$ cat src/rtl/red_and_seq_if.sv
// Valid/ready bundle for red_and_seq: input vector handshake on one side,
// reduction result handshake plus status on the other.
interface red_and_seq_if #(
    parameter int width = 64,
    parameter int chunk = 8
);
    localparam int nchunks = (width + chunk - 1) / chunk;
    localparam int cw      = $clog2(nchunks + 1);

    logic [width-1:0] A;
    logic             in_valid;
    logic             in_ready;
    logic             Z;
    logic             out_valid;
    logic             out_ready;
    logic [cw-1:0]    chunks_used;
    logic             busy;

    modport master (
        output A, in_valid, out_ready,
        input  in_ready, Z, out_valid, chunks_used, busy
    );

    modport slave (
        input  A, in_valid, out_ready,
        output in_ready, Z, out_valid, chunks_used, busy
    );
endinterface

$ cat src/rtl/red_and_seq.sv
// Chunk-serial AND reduction of a wide vector: one chunk-wide reduction per
// cycle, optional early exit on the first all-zero-AND chunk.
module red_and_seq #(
    parameter int width      = 64,
    parameter int chunk      = 8,
    parameter bit early_exit = 1'b1
) (
    input  logic          clk_i,
    input  logic          rst_i,
    red_and_seq_if.slave  bus
);
    localparam int nchunks = (width + chunk - 1) / chunk;
    localparam int cw      = $clog2(nchunks + 1);
    localparam int pw      = nchunks * chunk;

    typedef enum logic [1:0] {
        IDLE = 2'd0,
        RUN  = 2'd1,
        DONE = 2'd2
    } state_t;

    state_t          state_q, state_d;
    logic [pw-1:0]   vec_q;
    logic [pw-1:0]   padded;
    logic [cw-1:0]   idx_q;
    logic            acc_q;
    logic            z_q;
    logic [cw-1:0]   used_q;
    logic            r;
    logic            last;
    logic            exit_run;

    // Pad positions beyond width read as 1 so a partial last chunk never
    // pulls the result low.
    always_comb begin
        padded              = '1;
        padded[width-1:0]   = bus.A;
    end

    // The vector is shifted right each RUN cycle, so the chunk under
    // evaluation is always the bottom slice; no variable part-select needed.
    assign r        = &vec_q[chunk-1:0];
    assign last     = (idx_q == cw'(nchunks - 1));
    assign exit_run = last || (early_exit && !r);

    // NOTE: always_comb assigns every output a default first, so no path
    // through the case can leave a value held and infer a latch.
    always_comb begin
        state_d = state_q;
        case (state_q)
            IDLE:    if (bus.in_valid)  state_d = RUN;
            RUN:     if (exit_run)      state_d = DONE;
            DONE:    if (bus.out_ready) state_d = IDLE;
            default:                    state_d = IDLE;
        endcase
    end

    // NOTE: state registers use non-blocking assignments so every flop
    // samples pre-edge values regardless of statement order.
    always_ff @(posedge clk_i) begin
        if (rst_i) begin
            state_q <= IDLE;
            vec_q   <= '0;
            idx_q   <= '0;
            acc_q   <= 1'b0;
            z_q     <= 1'b0;
            used_q  <= '0;
        end else begin
            state_q <= state_d;
            case (state_q)
                IDLE: begin
                    if (bus.in_valid) begin
                        vec_q <= padded;
                        idx_q <= '0;
                        acc_q <= 1'b1;
                    end
                end
                RUN: begin
                    vec_q <= vec_q >> chunk;
                    idx_q <= idx_q + cw'(1);
                    acc_q <= acc_q & r;
                    if (exit_run) begin
                        z_q    <= acc_q & r;
                        used_q <= idx_q + cw'(1);
                    end
                end
                default: ;
            endcase
        end
    end

    // Handshake and status outputs decode state only, keeping in_valid and
    // out_ready off any combinational path to outputs.
    assign bus.in_ready    = (state_q == IDLE);
    assign bus.busy        = (state_q == RUN);
    assign bus.out_valid   = (state_q == DONE);
    assign bus.Z           = z_q;
    assign bus.chunks_used = used_q;

endmodule

$ cat src/flat_wrapper.sv
// flat-port wrapper written by rule: the top's interface ports become plain ports
module red_and_seq_flat 
#(
    parameter int width      = 64,
    parameter int chunk      = 8,
    parameter bit early_exit = 1'b1
)
  (clk_i, rst_i, bus_A, bus_in_valid, bus_out_ready, bus_in_ready, bus_Z, bus_out_valid, bus_chunks_used, bus_busy);
  red_and_seq_if #(.width(width), .chunk(chunk)) bus_i ();
  input  logic clk_i;
  input  logic rst_i;
  input wire logic [$bits(bus_i.A)-1:0] bus_A;
  input wire logic [$bits(bus_i.in_valid)-1:0] bus_in_valid;
  input wire logic [$bits(bus_i.out_ready)-1:0] bus_out_ready;
  output wire logic [$bits(bus_i.in_ready)-1:0] bus_in_ready;
  output wire logic [$bits(bus_i.Z)-1:0] bus_Z;
  output wire logic [$bits(bus_i.out_valid)-1:0] bus_out_valid;
  output wire logic [$bits(bus_i.chunks_used)-1:0] bus_chunks_used;
  output wire logic [$bits(bus_i.busy)-1:0] bus_busy;
  assign bus_i.A = bus_A;
  assign bus_i.in_valid = bus_in_valid;
  assign bus_i.out_ready = bus_out_ready;
  assign bus_in_ready = bus_i.in_ready;
  assign bus_Z = bus_i.Z;
  assign bus_out_valid = bus_i.out_valid;
  assign bus_chunks_used = bus_i.chunks_used;
  assign bus_busy = bus_i.busy;
  red_and_seq #(.width(width), .chunk(chunk), .early_exit(early_exit)) u_core (.clk_i(clk_i), .rst_i(rst_i), .bus(bus_i));
endmodule
$ cat config.mk
export PLATFORM = sky130hd
export DESIGN_NAME = red_and_seq_flat
export DESIGN_NICKNAME = d
export VERILOG_FILES = /design/src/rtl/red_and_seq_if.sv /design/src/rtl/red_and_seq.sv /design/src/flat_wrapper.sv
export SDC_FILE = /design/constraint.sdc
export NUM_CORES = 1
export LEC_CHECK = 0
export ABC_CLOCK_PERIOD_IN_PS = 4400
export BUFFER_PORTS_ARGS = -buffer_cell sky130_fd_sc_hd__buf_2
export CAP_MARGIN = 20
export CORE_MARGIN = 8
export CORE_UTILIZATION = 42
export CTS_BUF_LIST = sky130_fd_sc_hd__clkbuf_4 sky130_fd_sc_hd__clkbuf_8
export DETAILED_ROUTE_END_ITERATION = 10
export PLACE_DENSITY = 0.69
export SYNTH_ARGS = -nofsm -noshare
export SYNTH_HDL_FRONTEND = slang
export SYNTH_SLANG_ARGS = --single-unit
$ cat constraint.sdc
create_clock -name clk_i -period 4.4 [get_ports clk_i]
set_input_delay 1.32 -clock clk_i [delete_from_list [all_inputs] [get_ports clk_i]]
set_output_delay 1.32 -clock clk_i [all_outputs]
set_load 0.005 [all_outputs]
==> results.md <==
* Status: finished clean
* R2R cell count at 6
* Critical path class: in -> reg
* Crit path cell chain: buf_2 > nor2_1 > nor2_4 > buf_12 > nor2_1 > a311oi_1
* Max-slew violation count at 0
* Most common flop cell mapped by yosys: dfxtp_1
* Post-synthesis sequential area ratio at 0.4235
* Area occupied by multi-input gates at 1836 µm²
* Placement Rows at 33
* Fmax at 349.8 MHz
* Vias at 3234
* Routability Congestion at 0.7708
* First-pass GRT wire length at 14230 µm
* Overall routing resource usage at 0.1474
* Met2 Wirelength at 3836 µm
* Arr. time, crit path at 3100 ps
* Setup Skew at 9.137 ps
* VDD IR max at 0.1826 mV
* Crit Path Max Fanout at 57
* Post-route ant nets at 0
* Clock slew at reported path FFs at 70 ps
* DRC violation total after the first TritonRoute iteration at 147
* Worst slew pin tran at 884.6 ps
* Avg Inst Size Synth at 7.468 µm²
* # IOs at 76
* Total power draw at 1.553 mW
* Yosys top cell by area: dfxtp_1
* Htree depth at 3
* Crit path time final at 2859 ps
* M1 wire length at 3756 µm
* Worst-skew pair later-pin latency at 350 ps
* PortBufs at 75
* Storage element area at 1523 µm²
* Max-cap violations at 0
* Synth Instances at 481
* Number of CTS-inserted buffers at 9
* Drt first pass iters at 4
* Static Leak at 1.796 nW
* Drt drc at 0
* Root Driver: clkbuf_8
* R2R Setup Slk at 2190 ps
* Maximum buffer depth of the clock tree at 2
* Area Growth Syn to Fin at 14.35%
* Slowest stage cell, crit path: buf_2
* Mapped Area at 3592 µm²
* Final HPWL DP at 5633 µm
* Top Layer Used: met4
* Die ar. at 11770 µm²
* Vias in the first global route at 3234
* Distinct cells, synth at 34
* TritonCTS clock tree: built
* YS warnings at 0
* Die X at 108.5 µm
* HP Class: reg -> reg
* Final WL at 8267 µm
* Final TNS setup at 0 ps
* Worst EP required at 4640 ps
* WL met3 at 570 µm
* Unrepaired setup endpoints after global routing: no
* Layout cells sized above 1 at 0.1944
* Fin. Hold Viols at 0
* Total grt overflow at 0
* Nets@finish at 599
* Startpoint types: input pin
* Worst path most repeated cell: nor2_1
* Synth top area share at 0.4235
* Ant. Diodes at 0
* Ys async rst share at 0
* Final setup violation count at 0
* Post-synth EDFFs at 0
* Fin crit share at 0.6497
* Die Ht at 108.5 µm
* Synth Net Count at 550
* Vias per cell at 5.053
* Core area at 8258 µm²
* Hold Buf Count CTS at 0
* Synthesized flop and latch total at 76
* CP Capture Type: register
* TritonCTS Sinks at 76
* Relative slew margins at 0.4090
* Setup repair bufs after CTS at 0
* Top cells by area, synth: dfxtp_1, nor2_1, nor2b_1
* Post-DR wirelength/cell at 12.92 µm
* Initial antenna violation count at 0
* Count of cells resized by post-cts repair at 0
* CP max stage delay at 550 ps
* Largest net degree at the start of global routing at 81
* Pwr/cell area at 378.0 nW/µm²
* Initial Utilization at 0.4350
* Hold Path Stages at 2
* Fillers at 854
-- cells in the final DEF, fill, tap and decap left out, drive strengths merged, types with 6 or more instances in the layout --
cell type  synthesis  layout
clkbuf            14      10
nor2b             39      39
buf               27      79
nor3              39      39
dfxtp             76      76
a311oi            18      18
nand2             36      36
a22oi              9       9
nand3b             6       6
a21oi             42      42
nor2             149     149
-- per-stage QoR --
stage                     cells  hold WS (ps)  worst slack (ps)  cell area, µm²    util
after floorplan             481         450.1              2269            3592       -
after global placement      624         463.9              1278            3911  0.4736
after CTS                   640         480.4              1536            4108  0.4974
after detailed placement    624         467.0              1204            3911  0.4736
final                       640         477.9              1541            4108  0.4974
after global routing        640         501.5              1307            4108  0.4974
-- final timing paths --
path	from	endpoint
setup reg to reg	u_core.state_q[0]	u_core.vec_q[44]
setup / recovery	bus_in_valid	u_core.vec_q[44]
hold reg to reg	u_core.vec_q[47]	u_core.vec_q[39]
hold / removal	u_core.vec_q[47]	u_core.vec_q[39]
-- layer usage --
| metal | up-vias | GRT usage |
|---|---|---|
| met5 | - | 0 |
| met4 | 0 | 0.05083 |
| met3 | 11 | 0.04938 |
| met2 | 65 | 0.2437 |
| met1 | 1449 | 0.1749 |
| li1 | 1709 | - |
-- worst max-delay path: cells and delay by family --
family          cells  cell delay (ps)
compound gates      1              260
buf+inv             2              860
simple gates        3              640
-- sequential cells by signal, indices dropped and copies added (netlist names) --
register and cells:
u_core.bus.Z 1, u_core.idx_q 4, u_core.vec_q 64, u_core.acc_q 1, u_core.state_q 2, u_core.bus.chunks_used 4
-- cell families after synthesis --
family	share of synthesized area
buffers and inverters	0.06687
DFF	0.4235
xor gates and xnor gates	0.004877
and+or+nand+nor	0.3497
AOI/OAI and AO/OA	0.1515
adders and majority gates	0.003483
-- where the power goes --
group	leakage, nW	switching (mW)	total [mW]	internal (mW)
combinational	1.07	0.149	0.256	0.108
sequential	0.629	0.0319	0.782	0.750
clock	0.0996	0.247	0.515	0.268
-- layout make-up --
cell class / count / share of cell area
inverter: 1 / 0.0009138
clock buffer: 10 / 0.03198
tap: 105 / 0.03198
multi-input combinational: 363 / 0.4468
timing repair buffer: 79 / 0.1017
clock inverter: 6 / 0.01584
sequential: 76 / 0.3707
-- Yosys cell counts, drive strengths merged (3+ instances only) --
| library cell | number |
|---|---|
| nor2 | 149 |
| dfxtp | 76 |
| a21oi | 42 |
| nor2b | 39 |
| nor3 | 39 |
| nand2 | 36 |
| buf | 27 |
| a311oi | 18 |
| clkbuf | 14 |
| a22oi | 9 |
| nand3b | 6 |
| o21ai | 4 |
| o31ai | 4 |
| nand2b | 3 |
| nand4 | 3 |
(Power assumes the default switching activity.)
